File: config.mk
export PLATFORM = sky130hd
export DESIGN_NAME = pmd901_speed_sched
export DESIGN_NICKNAME = d
export VERILOG_FILES = /design/src/rtl/pmd901_pkg.sv /design/src/rtl/pmd901_tick_gen.sv /design/src/rtl/pmd901_speed_sched.sv
export SDC_FILE = /design/constraint.sdc
export NUM_CORES = 1
export LEC_CHECK = 0
export BUFFER_PORTS_ARGS = -buffer_cell sky130_fd_sc_hd__buf_2
export CELL_PAD_IN_SITES_DETAIL_PLACEMENT = 0
export CELL_PAD_IN_SITES_GLOBAL_PLACEMENT = 1
export CORE_MARGIN = 8
export CORE_UTILIZATION = 47
export CTS_BUF_LIST = sky130_fd_sc_hd__clkbuf_8
export DETAILED_ROUTE_END_ITERATION = 12
export PLACE_DENSITY_LB_ADDON = 0.3
export SETUP_SLACK_MARGIN = 0.1
export SYNTH_ARGS = -nofsm -noshare
export SYNTH_HDL_FRONTEND = slang
export SYNTH_HIERARCHICAL = 1
export SYNTH_SLANG_ARGS = --single-unit
File: constraint.sdc
create_clock -name clk -period 10.9 [get_ports clk]
set_clock_uncertainty 0.1 [all_clocks]
set_input_delay 2.18 -clock clk [delete_from_list [all_inputs] [get_ports clk]]
set_output_delay 2.18 -clock clk [all_outputs]
set_load 0.02 [all_outputs]
File: src/rtl/pmd901_pkg.sv
// Shared types and arithmetic helpers for the PMD901 speed scheduler.
package pmd901_pkg;

  typedef enum logic [1:0] {
    PARKED   = 2'd0,
    RUN      = 2'd1,
    STOPPING = 2'd2
  } state_t;

  typedef logic signed [15:0] speed_t;

  // Clamp magnitude to limit, keeping the sign; limit must be positive.
  function automatic speed_t clamp_mag(input speed_t v, input speed_t limit);
    if (v > limit) return limit;
    if (v < -limit) return -limit;
    return v;
  endfunction

  // Move cur one bounded step toward tgt; 17-bit math so the difference never wraps.
  function automatic speed_t ramp_step(input speed_t cur, input speed_t tgt, input speed_t step);
    logic signed [16:0] diff;
    logic signed [16:0] mag;
    logic signed [16:0] lim;
    logic signed [16:0] stp;
    logic signed [16:0] nxt;
    diff = $signed({tgt[15], tgt}) - $signed({cur[15], cur});
    mag  = (diff < 0) ? -diff : diff;
    lim  = $signed({1'b0, step});
    stp  = (mag > lim) ? lim : mag;
    nxt  = (diff < 0) ? $signed({cur[15], cur}) - stp : $signed({cur[15], cur}) + stp;
    return speed_t'(nxt);
  endfunction

endpackage

File: src/rtl/pmd901_tick_gen.sv
// Free-running update-period counter; tick is high for the last count of each period.
module pmd901_tick_gen #(
  parameter logic [19:0] UPDATE_PERIOD = 20'd100000
) (
  input  logic clk,
  input  logic rstn,
  output logic tick
);

  logic [19:0] count_reg;

  assign tick = (count_reg == UPDATE_PERIOD - 20'd1);

  always_ff @(posedge clk) begin
    if (!rstn)     count_reg <= '0;
    else if (tick) count_reg <= '0;
    else           count_reg <= count_reg + 20'd1;
  end

endmodule

File: src/rtl/pmd901_speed_sched.sv
// Arbitrates safety/host speed setpoints, slews the committed speed at a bounded
// rate per tick, and sequences the driver enable around start/stop.
module pmd901_speed_sched
  import pmd901_pkg::*;
#(
  parameter logic [15:0] RAMP_STEP     = 16'd64,
  parameter logic [19:0] UPDATE_PERIOD = 20'd100000,
  parameter logic [15:0] FAN_LIMIT     = 16'd8192
) (
  input  logic        clk,
  input  logic        rstn,
  input  logic        safe_valid,
  input  logic [15:0] safe_speed,
  output logic        safe_ready,
  input  logic        host_valid,
  input  logic [15:0] host_speed,
  output logic        host_ready,
  input  logic        fault,
  input  logic        fan,
  output logic [15:0] wdata,
  output logic        we,
  output logic        dev_enable,
  output logic [15:0] cur_speed,
  output logic        busy
);

  state_t state_reg, state_next;
  speed_t target_reg, target_next;
  speed_t ramp_next;
  logic   tick;
  logic   at_target;

  pmd901_tick_gen #(.UPDATE_PERIOD(UPDATE_PERIOD)) u_tick (
    .clk  (clk),
    .rstn (rstn),
    .tick (tick)
  );

  // Safety channel has fixed priority; a fault blocks both channels.
  assign safe_ready = rstn & !fault;
  assign host_ready = rstn & !fault & !safe_valid;

  assign at_target  = (cur_speed == target_reg);
  assign ramp_next  = ramp_step(cur_speed, target_reg, RAMP_STEP);
  assign dev_enable = (state_reg != PARKED);
  assign busy       = ((state_reg != PARKED) & !at_target) | (state_reg == STOPPING);

  always_comb begin
    target_next = target_reg;
    if (fault)           target_next = '0;
    else if (safe_valid) target_next = fan ? clamp_mag(safe_speed, FAN_LIMIT) : safe_speed;
    else if (host_valid) target_next = fan ? clamp_mag(host_speed, FAN_LIMIT) : host_speed;
    else if (fan)        target_next = clamp_mag(target_reg, FAN_LIMIT);
  end

  always_comb begin
    state_next = state_reg;
    case (state_reg)
      PARKED:   if (target_reg != '0) state_next = RUN;
      RUN:      if (target_reg == '0) state_next = STOPPING;
      STOPPING: begin
        if (target_reg != '0)     state_next = RUN;
        else if (cur_speed == '0) state_next = PARKED;
      end
      default:  state_next = PARKED;
    endcase
  end

  always_ff @(posedge clk) begin
    if (!rstn) state_reg <= PARKED;
    else       state_reg <= state_next;
  end

  // Ramping is held off while parked so the first write lands on a tick after entry to RUN.
  always_ff @(posedge clk) begin
    if (!rstn) begin
      target_reg <= '0;
      cur_speed  <= '0;
      wdata      <= '0;
      we         <= 1'b0;
    end else begin
      target_reg <= target_next;
      we         <= 1'b0;
      if (tick && (state_reg != PARKED) && !at_target) begin
        cur_speed <= ramp_next;
        wdata     <= ramp_next;
        we        <= 1'b1;
      end
    end
  end

endmodule

==> reports/qor.txt, run 1 <==
YS warnings: 6
outcome: finished clean
Pins Over Slew Limit: 0
met1 usage: 25.89%
# fillers: 1097
fmax: 134.0 MHz
Clock Path Buffers: 2
met2 usage: 30.56%
met3 Resource Use GR: 3.711%
port buffer count: 74
Worst setup EP type: flop
max reg flops: 20
Final min period: 7.463 ns
initial DRC count: 380
setup_tns: 0 ns
Final Hold Viols: 0
# diodes: 0
Area growth syn-to-layout: 7.891%
Slew headroom: 45.21%
r2r setup slk: 3.44 ns
number of enable flip-flop cells after synthesis: 0
fin cells: 854
clock root cell: clkbuf_8
CP arrival: 7.62 ns
gp weighted congestion: 0.9828
Boundary Pins: 75
Unique masters post-synth: 77
Die W: 119.9 um
number of global-route vias before repair: 4733
routed len/inst: 16.81 um
vias per cell: 5.996
CORE AREA: 10700 um2
Final Setup Violations: 0
Largest stage delay, worst path: 0.68 ns
unrepaired setup endpoints after global routing: no
Die Y: 119.9 um
Post-Syn Instances: 673
PwrDens: 102.8 nW/um2
Post-DP HPWL: 11600 um
Worst-Skew Late Latency: 0.33 ns
Post-Syn Area: 5074 um2
# H-tree levels: 2
post-CTS setup buffers: 0
total gr overflow: 0
ys async rst share: 0%
Syn Area/Cell: 7.539 um2
crit path max-delay cell type: o21a_1
die area: 14380 um2
Most used DFF post-synth: dfxtp_1
gr busiest metal: met2
initial antenna violation count: 0
clk sinks: 55
Critical Path Start Type: flop
layout cells sized above 1: 15.97%
flops & latches, synth: 55
CTS Buf Count: 5
Synth Net Count: 749
PostCTS Resize Cnt: 0
# nets final: 789
Slew @ Worst Pin: 0.8189 ns
Worst-path clk slew: 0.11 ns
DRC: 0
drt total wl: 14350 um
leakage power: 2.357 nW
Detailed Routing Iterations Pass 1: 5
placed insts: 846
Vias: 5121
worst-path maximum fanout: 23
Crit Path Class: flop to flop
row cnt: 38
Tcrit/Tclk final: 68.47%
# Max-Cap Violations: 0
Antenna Nets Post-Route: 0
CP most frequent cell: o21ai_0
CTS hold repair buffers: 0
Peak supply drop: 0.1020 mV
sequential fraction of the synthesis area: 21.70%
All-Layer GR Usage: 19.71%
Initial Util: 47.43%
first-pass GRT wire length: 23430 um
Required @ worst endpoint: 11.05 ns
worst min path class: flop to flop
largest net degree at the start of global routing: 24
TritonCTS clock tree: yes
worst paths after layout:
kind,from,to,cells after the start
setup reg to reg,cur_speed[5],cur_speed[15],28
hold reg to reg,u_tick/count_reg[0],u_tick/count_reg[0],1
setup / recovery,cur_speed[5],cur_speed[15],28
hold / removal,u_tick/count_reg[0],u_tick/count_reg[0],1
routing by layer:
layer	share of wire [%]	vias to the layer above
met1	45	2367
met3	7.2	33
met4	3.5	0
li1	-	2520
met5	0	-
met2	44	201
metrics by stage:
stage               setup WS (ns)  total power, W  area, um2  utilization [%]  hold WS [ns]
global route                2.826       0.0005977       5474            51.17        0.3834
CTS                         3.471       0.0005655       5474            51.17        0.3547
finish                      3.437       0.0005629       5474            51.17        0.3470
detailed placement          3.516       0.0004364       5374            50.23        0.3384
global placement            3.820       0.0004337       5374            50.23        0.3237
floorplan                   4.483       0.0003853       5074                -        0.3106
final cells by class:
cell class	instances	area [um2]	share of cell area [%]
Inverter	35	131.4	2.400
Timing Repair Buffer	76	385.4	7.040
Multi-Input combinational cell	540	3581	65.42
Clock inverter	2	17.52	0.3200
Clock buffer	6	82.58	1.509
Sequential cell	55	1101	20.11
Tap cell	140	175.2	3.200
Yosys cell counts, types with 3 or more instances:
cell type   n  area share, %
or4_1       7            1.0
a31oi_1     3           0.37
a31o_2      5           0.86
nand2b_1   11            1.4
or3_1       5           0.62
and3_1      5           0.62
mux2i_1     7            1.4
nand4_1    18            2.2
buf_4      16            2.4
nand2_1    70            5.2
xor2_1     26            4.5
o31ai_1     5           0.74
nor2b_1     7           0.86
nor4_1     13            1.6
and3_2      3           0.44
o211ai_1    5           0.74
o21bai_1    4           0.59
ha_1       36            8.9
o21ai_0    37            3.6
a211oi_1    4           0.59
buf_2       4           0.39
inv_1      35            2.6
xnor2_1    16            2.8
o21a_1      4           0.59
a21boi_0    9            1.3
a21oi_1    46            4.5
a222oi_1   13            2.6
or2_2       7           0.86
and2_1     14            1.7
nor2_1     68            5.0
nand3_1    19            1.9
dfxtp_1    55             22
nor3_1     12            1.2
clkbuf_1   18            1.3
a21o_1     11            1.6
layout by cell type (no fill, tap or decap), drive strengths merged, types with 6 or more instances in the layout:
cell	instances
and2	15
a21o	11
clkbuf	6
nand3	19
or4	7
nand2b	11
a222oi	13
xor2	26
xnor2	16
nand4	18
ha	36
dfxtp	55
a21boi	10
or2	8
nor2	68
o21ai	38
mux2i	7
inv	37
nor2b	7
nand2	70
buf	76
or3	6
nor3	13
and3	9
a21oi	47
nor4	14
power by group:
part           leakage, nW  total, W  internal [W]  switching (W)
logic                 1.86  0.000227     0.0000904       0.000137
registers            0.445  0.000209      0.000205     0.00000454
clock network       0.0522  0.000126     0.0000534      0.0000728
total                 2.36  0.000563      0.000349       0.000214
worst max-delay path: cells and delay by family, from the launching register on:
kind            cells  cell delay, ns
flops               1            0.52
simple gates        8            1.61
mux                 2            0.36
fa+ha+maj           3            0.91
compound gates     14            3.78
buf+inv             1            0.09
logic make-up after synthesis:
family / Yosys count / share of synthesized area [%]
buffers and inverters: 78 / 7.719
adders and majority gates: 38 / 9.667
AOI/OAI and AO/OA: 177 / 24.46
and+or+nand+nor: 274 / 27.37
xor gates and xnor gates: 42 / 7.250
DFF: 55 / 21.70
muxes: 9 / 1.825
(Power assumes the default switching activity.)
==> run 2, diff against run 1 <==
--- a/config.mk
+++ b/config.mk
@@ -9,7 +9,7 @@
 export CELL_PAD_IN_SITES_DETAIL_PLACEMENT = 0
 export CELL_PAD_IN_SITES_GLOBAL_PLACEMENT = 1
 export CORE_MARGIN = 8
-export CORE_UTILIZATION = 47
+export CORE_UTILIZATION = 44
 export CTS_BUF_LIST = sky130_fd_sc_hd__clkbuf_8
 export DETAILED_ROUTE_END_ITERATION = 12
 export PLACE_DENSITY_LB_ADDON = 0.3
==> constraint.sdc (replaced) <==
create_clock -name clk -period 7.2 [get_ports clk]
set_clock_uncertainty 0.1 [all_clocks]
set_input_delay 1.44 -clock clk [delete_from_list [all_inputs] [get_ports clk]]
set_output_delay 1.44 -clock clk [all_outputs]
set_load 0.02 [all_outputs]
==> run 2 against run 1 <==
- via count fell by 0.23%
- global-route usage is 0.12 points lower
- combinational power is 55% higher
- fmax rose by 13%
- routed wire length grew 3.8%
- setup slack worse by 2.8 ns
- die area is 5.9% higher
- critical path depth is 1 higher
- largest power group unchanged
==> reports/qor.txt, run 2 (same netlist as run 1, synthesis figures left out) <==
most common cell after layout, fill and taps aside: buf_2 (unchanged)
most frequent cells in the layout: buf_2, nand2_1, nor2_1 (unchanged)
Largest stage delay, worst path: 0.47 ns (was 0.68 ns)
Initial Util: 44.82% (was 47.43%)
Util after Layout: 49.62% (was 51.17%)
clock root cell: clkbuf_8 (unchanged)
fmax: 151.6 MHz (was 134.0 MHz)
layout cells sized above 1: 18.90% (was 15.97%)
crit path max-delay cell type: dfxtp_1 (was o21a_1)
RR Endpoint: cur_speed[15] (unchanged)
Die Y: 123.4 um (was 119.9 um)
Hold Crit Endpoint: u_tick/count_reg[0] (unchanged)
# nets final: 800 (was 789)
Peak supply drop: 0.1369 mV (was 0.1020 mV)
largest net degree at the start of global routing: 24 (unchanged)
setup_tns: 0 ns (unchanged)
clk sinks: 55 (unchanged)
Post-DP HPWL: 11910 um (was 11600 um)
# diodes: 0 (unchanged)
Worst setup EP type: flop (unchanged)
r2r setup slk: 0.60 ns (was 3.44 ns)
Pwr Total: 0.0008598 W (was 0.0005629 W)
TritonCTS clock tree: yes (unchanged)
# H-tree levels: 2 (unchanged)
Tcrit/Tclk final: 91.62% (was 68.47%)
Final Hold Viols: 0 (unchanged)
initial antenna violation count: 0 (unchanged)
Crit Path Class: flop to flop (unchanged)
Worst R2R Path Depth: 29 (was 28)
gp weighted congestion: 0.9021 (was 0.9828)
Worst-path clk slew: 0.11 ns (about the same)
Clock Path Buffers: 2 (unchanged)
CTS Buf Count: 5 (unchanged)
Hold Path Stages: 1 (unchanged)
first-pass GRT wire length: 23870 um (was 23430 um)
port buffer count: 74 (unchanged)
initial DRC count: 413 (was 380)
Finished Cell Area: 5618 um2 (was 5474 um2)
Slew headroom: 39.88% (was 45.21%)
worst min path class: flop to flop (unchanged)
# Max-Cap Violations: 0 (unchanged)
Final min period: 6.597 ns (was 7.463 ns)
All-Layer GR Usage: 19.59% (was 19.71%)
Slew @ Worst Pin: 0.8985 ns (was 0.8189 ns)
Boundary Pins: 75 (unchanged)
row cnt: 39 (was 38)
die area: 15220 um2 (was 14380 um2)
Area growth syn-to-layout: 10.73% (was 7.891%)
CP arrival: 6.77 ns (was 7.62 ns)
Worst-Skew Late Latency: 0.34 ns (was 0.33 ns)
worst-path maximum fanout: 12 (was 23)
Post-DP Area: 5445 um2 (was 5374 um2)
number of global-route vias before repair: 4720 (was 4733)
unrepaired setup endpoints after global routing: no (unchanged)
Antenna Nets Post-Route: 0 (unchanged)
Required @ worst endpoint: 7.37 ns (was 11.05 ns)
routed len/inst: 17.17 um (was 16.81 um)
Detailed Routing Iterations Pass 1: 5 (unchanged)
Critical Path Start Type: flop (unchanged)
leakage power: 2.436 nW (was 2.357 nW)
max reg flops: 20 (unchanged)
Final Setup Violations: 0 (unchanged)
outcome: finished clean (unchanged)
vias per cell: 5.886 (was 5.996)
drt total wl: 14900 um (was 14350 um)
Vias: 5109 (was 5121)
CORE AREA: 11320 um2 (was 10700 um2)
DRC: 0 (unchanged)
total gr overflow: 0 (unchanged)
Die W: 123.4 um (was 119.9 um)
Pins Over Slew Limit: 0 (unchanged)
PwrDens: 153.0 nW/um2 (was 102.8 nW/um2)
Critical Path Source: cur_speed[4] (was cur_speed[5])
hold path startpoint: u_tick/count_reg[0] (unchanged)
worst r2r src: cur_speed[4] (was cur_speed[5])
[run 2: cell count changes in the layout (fill, tap and decap cells not counted), moves of 2 or more]
cell,change
xor2_1,-2
a21oi_1,-2
xor2_2,+2
a21oi_2,+2
buf_4,+11
[run 2: power breakdown]
part           switching [W]  total (W)  leakage, nW  internal (W)
registers         0.00000693   0.000317        0.446      0.000310
logic               0.000207   0.000351         1.94      0.000144
clock network       0.000119   0.000192       0.0515     0.0000734
total               0.000333   0.000860         2.44      0.000527
[run 2: worst max-delay path by stage]
stage | slack [ns] | to
detailed placement | 0.43 | cur_speed[15]
global placement | 0.55 | cur_speed[15]
floorplan | 0.78 | cur_speed[15]
finish | 0.60 | cur_speed[15]
CTS | 0.34 | cur_speed[15]
global route | 0.17 | cur_speed[14]
[run 2: area by class of cell]
| class | instances | area, um2 |
|---|---|---|
| Fill cell | 1140 | 5703 |
| Tap cell | 143 | 178.9 |
| Clock buffer | 5 | 68.82 |
| Inverter | 35 | 131.4 |
| Clock inverter | 3 | 33.78 |
| Multi-Input combinational cell | 540 | 3635 |
| Timing Repair Buffer | 87 | 467.9 |
| Sequential cell | 55 | 1102 |
[run 2: worst max-delay path, delay by kind of cell (launching register included)]
kind                     cells  cell delay, ns
AND/OR/NAND/NOR              9            1.94
AO/OA/AOI/OAI               11            1.81
adder cells (fa/ha/maj)      2            0.73
multiplexers                 3            0.73
XOR/XNOR                     2            0.47
flip-flops                   1            0.47
buffers and inverters        2            0.29
[run 2: timing repair]
item                                    4_1_cts  5_1_grt
resized for setup                             0       13
setup buffers                                 0        2
hold buffers                                  0        0
endpoints found under the setup margin        0        4
hold endpoints to repair                      0        0
[run 2: through the flow]
stage          setup WS, ns  cells  hold WS, ns
2_1_floorplan        0.7831    673       0.3106
3_3_place_gp         0.5507    858       0.3232
3_5_place_dp         0.4282    858       0.3371
4_1_cts              0.3414    866       0.3541
5_1_grt              0.1656    868       0.3959
6_report             0.6034    868       0.3517
[run 2: layer usage]
metal  GRT usage, %  routed length [um]
met1          25.91                6887
met2          31.13                6743
met3          3.927                 925
met4          6.622                 345
met5              0                   0
==> run 3, diff against run 2 <==
--- a/config.mk
+++ b/config.mk
@@ -6,15 +6,12 @@
 export NUM_CORES = 1
 export LEC_CHECK = 0
 export BUFFER_PORTS_ARGS = -buffer_cell sky130_fd_sc_hd__buf_2
-export CELL_PAD_IN_SITES_DETAIL_PLACEMENT = 0
-export CELL_PAD_IN_SITES_GLOBAL_PLACEMENT = 1
 export CORE_MARGIN = 8
-export CORE_UTILIZATION = 44
+export CORE_UTILIZATION = 57
 export CTS_BUF_LIST = sky130_fd_sc_hd__clkbuf_8
 export DETAILED_ROUTE_END_ITERATION = 12
 export PLACE_DENSITY_LB_ADDON = 0.3
 export SETUP_SLACK_MARGIN = 0.1
 export SYNTH_ARGS = -nofsm -noshare
 export SYNTH_HDL_FRONTEND = slang
-export SYNTH_HIERARCHICAL = 1
 export SYNTH_SLANG_ARGS = --single-unit
==> run 3 against run 2 <==
- non-clock buffer count down 7
- sequential cell count unchanged
- global-route usage rose by 3.0 points
- total power fell by 0.69%
- critical endpoint unchanged
- first-iteration DRC count rose by 14%
- highest routed layer unchanged
- combinational power shrank 1%
- clock power is essentially flat
- design area decreased by 2.0%
- setup slack worse by 0.15 ns
- core utilization increased by 14 points
- hold slack improved by 0.027 ns
==> reports/qor.txt, run 3 <==
Synth Area in Simple Gates: 27.09% (was 27.37%)
CORE AREA: 8636 um2 (was 11320 um2)
worst-path maximum fanout: 6 (was 12)
final hold slack: 0.3791 ns (was 0.3517 ns)
layout cells sized above 1: 19.97% (was 18.90%)
Worst setup EP type: flop (unchanged)
All-Layer GR Usage: 22.58% (was 19.59%)
Pins Over Slew Limit: 0 (unchanged)
Post-Syn Area: 5021 um2 (was 5074 um2)
placed insts: 788 (was 858)
CP delay by family, top: compound AO/OA/AOI/OAI gates (was simple AND/OR/NAND/NOR gates)
largest family of logic cells by synthesized area: simple AND/OR/NAND/NOR gates (unchanged)
Tcrit/Tclk final: 93.68% (was 91.62%)
Slew @ Worst Pin: 1.256 ns (was 0.8985 ns)
outcome: finished clean (unchanged)
Post-Syn Instances: 638 (was 673)
synth cell count leaders: nor2_1, dfxtp_1, nand2_1, inv_1, ha_1 (was nand2_1, nor2_1, dfxtp_1, a21oi_1, o21ai_0)
Vias: 5041 (was 5109)
number of enable flip-flop cells after synthesis: 0 (unchanged)
CTS hold repair buffers: 0 (unchanged)
ys async rst share: 0% (unchanged)
fin cells: 799 (was 868)
unrepaired setup endpoints after global routing: yes (was no)
Slew headroom: 15.72% (was 39.88%)
Most used DFF post-synth: dfxtp_1 (unchanged)
Yosys top cell by area: dfxtp_1 (unchanged)
largest net degree at the start of global routing: 26 (was 24)
XOR/XNOR share of the synthesized area: 6.429% (was 7.250%)
max reg flops: 20 (unchanged)
CTS Buf Count: 5 (unchanged)
clk sinks: 55 (unchanged)
PwrDens: 155.1 nW/um2 (was 153.0 nW/um2)
Antenna Nets Post-Route: 0 (unchanged)
initial antenna violation count: 0 (unchanged)
Die W: 109.9 um (was 123.4 um)
first-pass GRT wire length: 22340 um (was 23870 um)
clock root cell: clkbuf_8 (unchanged)
Unique masters post-synth: 84 (was 77)
Die Y: 109.9 um (was 123.4 um)
Worst Path Buf+Inv: 0 (was 2)
most frequent cells in the layout: buf_2, nor2_1, nand2_1 (was buf_2, nand2_1, nor2_1)
sequential fraction of the synthesis area: 21.93% (was 21.70%)
worst min path class: flop to flop (unchanged)
fmax: 148.3 MHz (was 151.6 MHz)
sw power: 0.0003279 W (was 0.0003328 W)
Syn Area/Cell: 7.870 um2 (was 7.539 um2)
Internal Pwr Total: 0.0005260 W (was 0.0005270 W)
most common cell after layout, fill and taps aside: buf_2 (unchanged)
gp weighted congestion: 1.024 (was 0.9021)
Final Setup Violations: 0 (unchanged)
# diodes: 0 (unchanged)
clock network power share: 22.4% (about the same)
Peak supply drop: 0.1151 mV (was 0.1369 mV)
sw frac: 38.40% (was 38.71%)
die area: 12070 um2 (was 15220 um2)
Final Hold Viols: 0 (unchanged)
leakage power: 2.305 nW (was 2.436 nW)
DRC: 0 (unchanged)
sequential share of power: 37.1% (was 36.9%)
Boundary Pins: 75 (unchanged)
Worst-Skew Late Latency: 0.32 ns (was 0.34 ns)
row cnt: 34 (was 39)
share of the synthesized area in the top cell type: 21.93% (was 21.70%)
post-synthesis compound-gate area fraction: 22.98% (was 24.46%)
Worst-path clk slew: 0.11 ns (about the same)
# H-tree levels: 2 (unchanged)
Crit Path Class: flop to flop (unchanged)
initial DRC count: 471 (was 413)
setup_tns: 0 ns (unchanged)
drt total wl: 14030 um (was 14900 um)
top-count cell post-synth: nor2_1 (was nand2_1)
# Max-Cap Violations: 0 (unchanged)
YS warnings: 0 (was 6)
crit path max-delay cell type: fa_1 (was dfxtp_1)
number of global-route vias before repair: 4740 (was 4720)
Initial Util: 58.14% (was 44.82%)
vias per cell: 6.309 (was 5.886)
Synth Area in Adders: 9.768% (was 9.667%)
Detailed Routing Iterations Pass 1: 7 (was 5)
Synth area leaders: dfxtp_1, ha_1, nor2_1 (was dfxtp_1, ha_1, nand2_1)
TritonCTS clock tree: yes (unchanged)
total gr overflow: 0 (unchanged)
Combinational Power Share: 40.5% (was 40.8%)
port buffer count: 74 (unchanged)
Largest stage delay, worst path: 0.45 ns (was 0.47 ns)
CP arrival: 6.90 ns (was 6.77 ns)
# nets final: 766 (was 800)
flops & latches, synth: 55 (unchanged)
Post-DP HPWL: 11060 um (was 11910 um)
Synth Net Count: 714 (was 749)
Clock Path Buffers: 2 (unchanged)
Required @ worst endpoint: 7.36 ns (was 7.37 ns)
Critical Path Start Type: flop (unchanged)
routed len/inst: 17.56 um (was 17.17 um)
Area growth syn-to-layout: 9.644% (was 10.73%)
Final min period: 6.745 ns (was 6.597 ns)
mux contribution to synthesized area: 3.912% (was 1.825%)
run 3: per-layer routing:
| layer | track usage [%] | wire length (um) | vias up |
|---|---|---|---|
| met5 | 0 | 0 | - |
| met4 | 8.293 | 437 | 0 |
| met3 | 4.396 | 1171 | 36 |
| met2 | 35.49 | 6276 | 246 |
| met1 | 29.90 | 6148 | 2328 |
| li1 | - | - | 2431 |
run 3: cells by family after synthesis:
| family | after synthesis |
|---|---|
| adders and majority gates | 38 |
| buffers and inverters | 75 |
| DFF | 55 |
| xor gates and xnor gates | 36 |
| AOI/OAI and AO/OA | 158 |
| muxes | 19 |
| and+or+nand+nor | 257 |
run 3: repair_timing:
| item | 4_1_cts | 5_1_grt |
|---|---|---|
| resized for setup | 0 | 18 |
| setup endpoints to repair | 0 | 7 |
| buffers inserted | 0 | 3 |
run 3: worst register-to-register path, delay by kind of cell, from the launching register on:
kind            cells  cell delay, ns
fa+ha+maj           4            1.26
flops               1            0.41
compound gates     11            2.30
xor+xnor            1            0.26
simple gates        8            1.93
mux                 2            0.42
run 3: stage by stage:
step	utilization, %	setup WS [ns]	total power, W	instance area, um2
after floorplan	-	1.112	0.0005761	5021
after global placement	61.40	0.5188	0.0006391	5303
after detailed placement	61.40	0.3096	0.0006462	5303
after CTS	62.59	0.2667	0.0008354	5405
after global routing	63.75	0.06612	0.0008963	5505
final	63.75	0.4550	0.0008539	5505
run 3: final timing paths:
| check | from | end | slack, ns | depth (start not counted) |
|---|---|---|---|---|
| max | cur_speed[0] | cur_speed[15] | 0.45 | 26 |
| min | u_tick.count_reg[0] | u_tick.count_reg[0] | 0.38 | 1 |
| max reg2reg | cur_speed[0] | cur_speed[15] | 0.45 | 26 |
| min reg2reg | u_tick.count_reg[0] | u_tick.count_reg[0] | 0.38 | 1 |
run 3: area by class of cell:
| class | count | area (um2) |
|---|---|---|
| flip-flops and latches | 55 | 1105 |
| fillers | 723 | 3131 |
| well taps | 108 | 135.1 |
| repair buffers | 80 | 415.4 |
| clock inverters | 3 | 33.78 |
| clock buffers | 5 | 68.82 |
| inverters | 40 | 150.1 |
| multi-input cells | 508 | 3597 |
run 3: power groups by stage:
| stage | combinational (W) | clock, W | sequential, W |
|---|---|---|---|
| CTS | 0.000325 | 0.000194 | 0.000317 |
| detailed placement | 0.000323 | 0 | 0.000323 |
| finish | 0.000346 | 0.000191 | 0.000317 |
| global route | 0.000374 | 0.000205 | 0.000318 |
| global placement | 0.000316 | 0 | 0.000323 |
| floorplan | 0.000255 | 0 | 0.000321 |
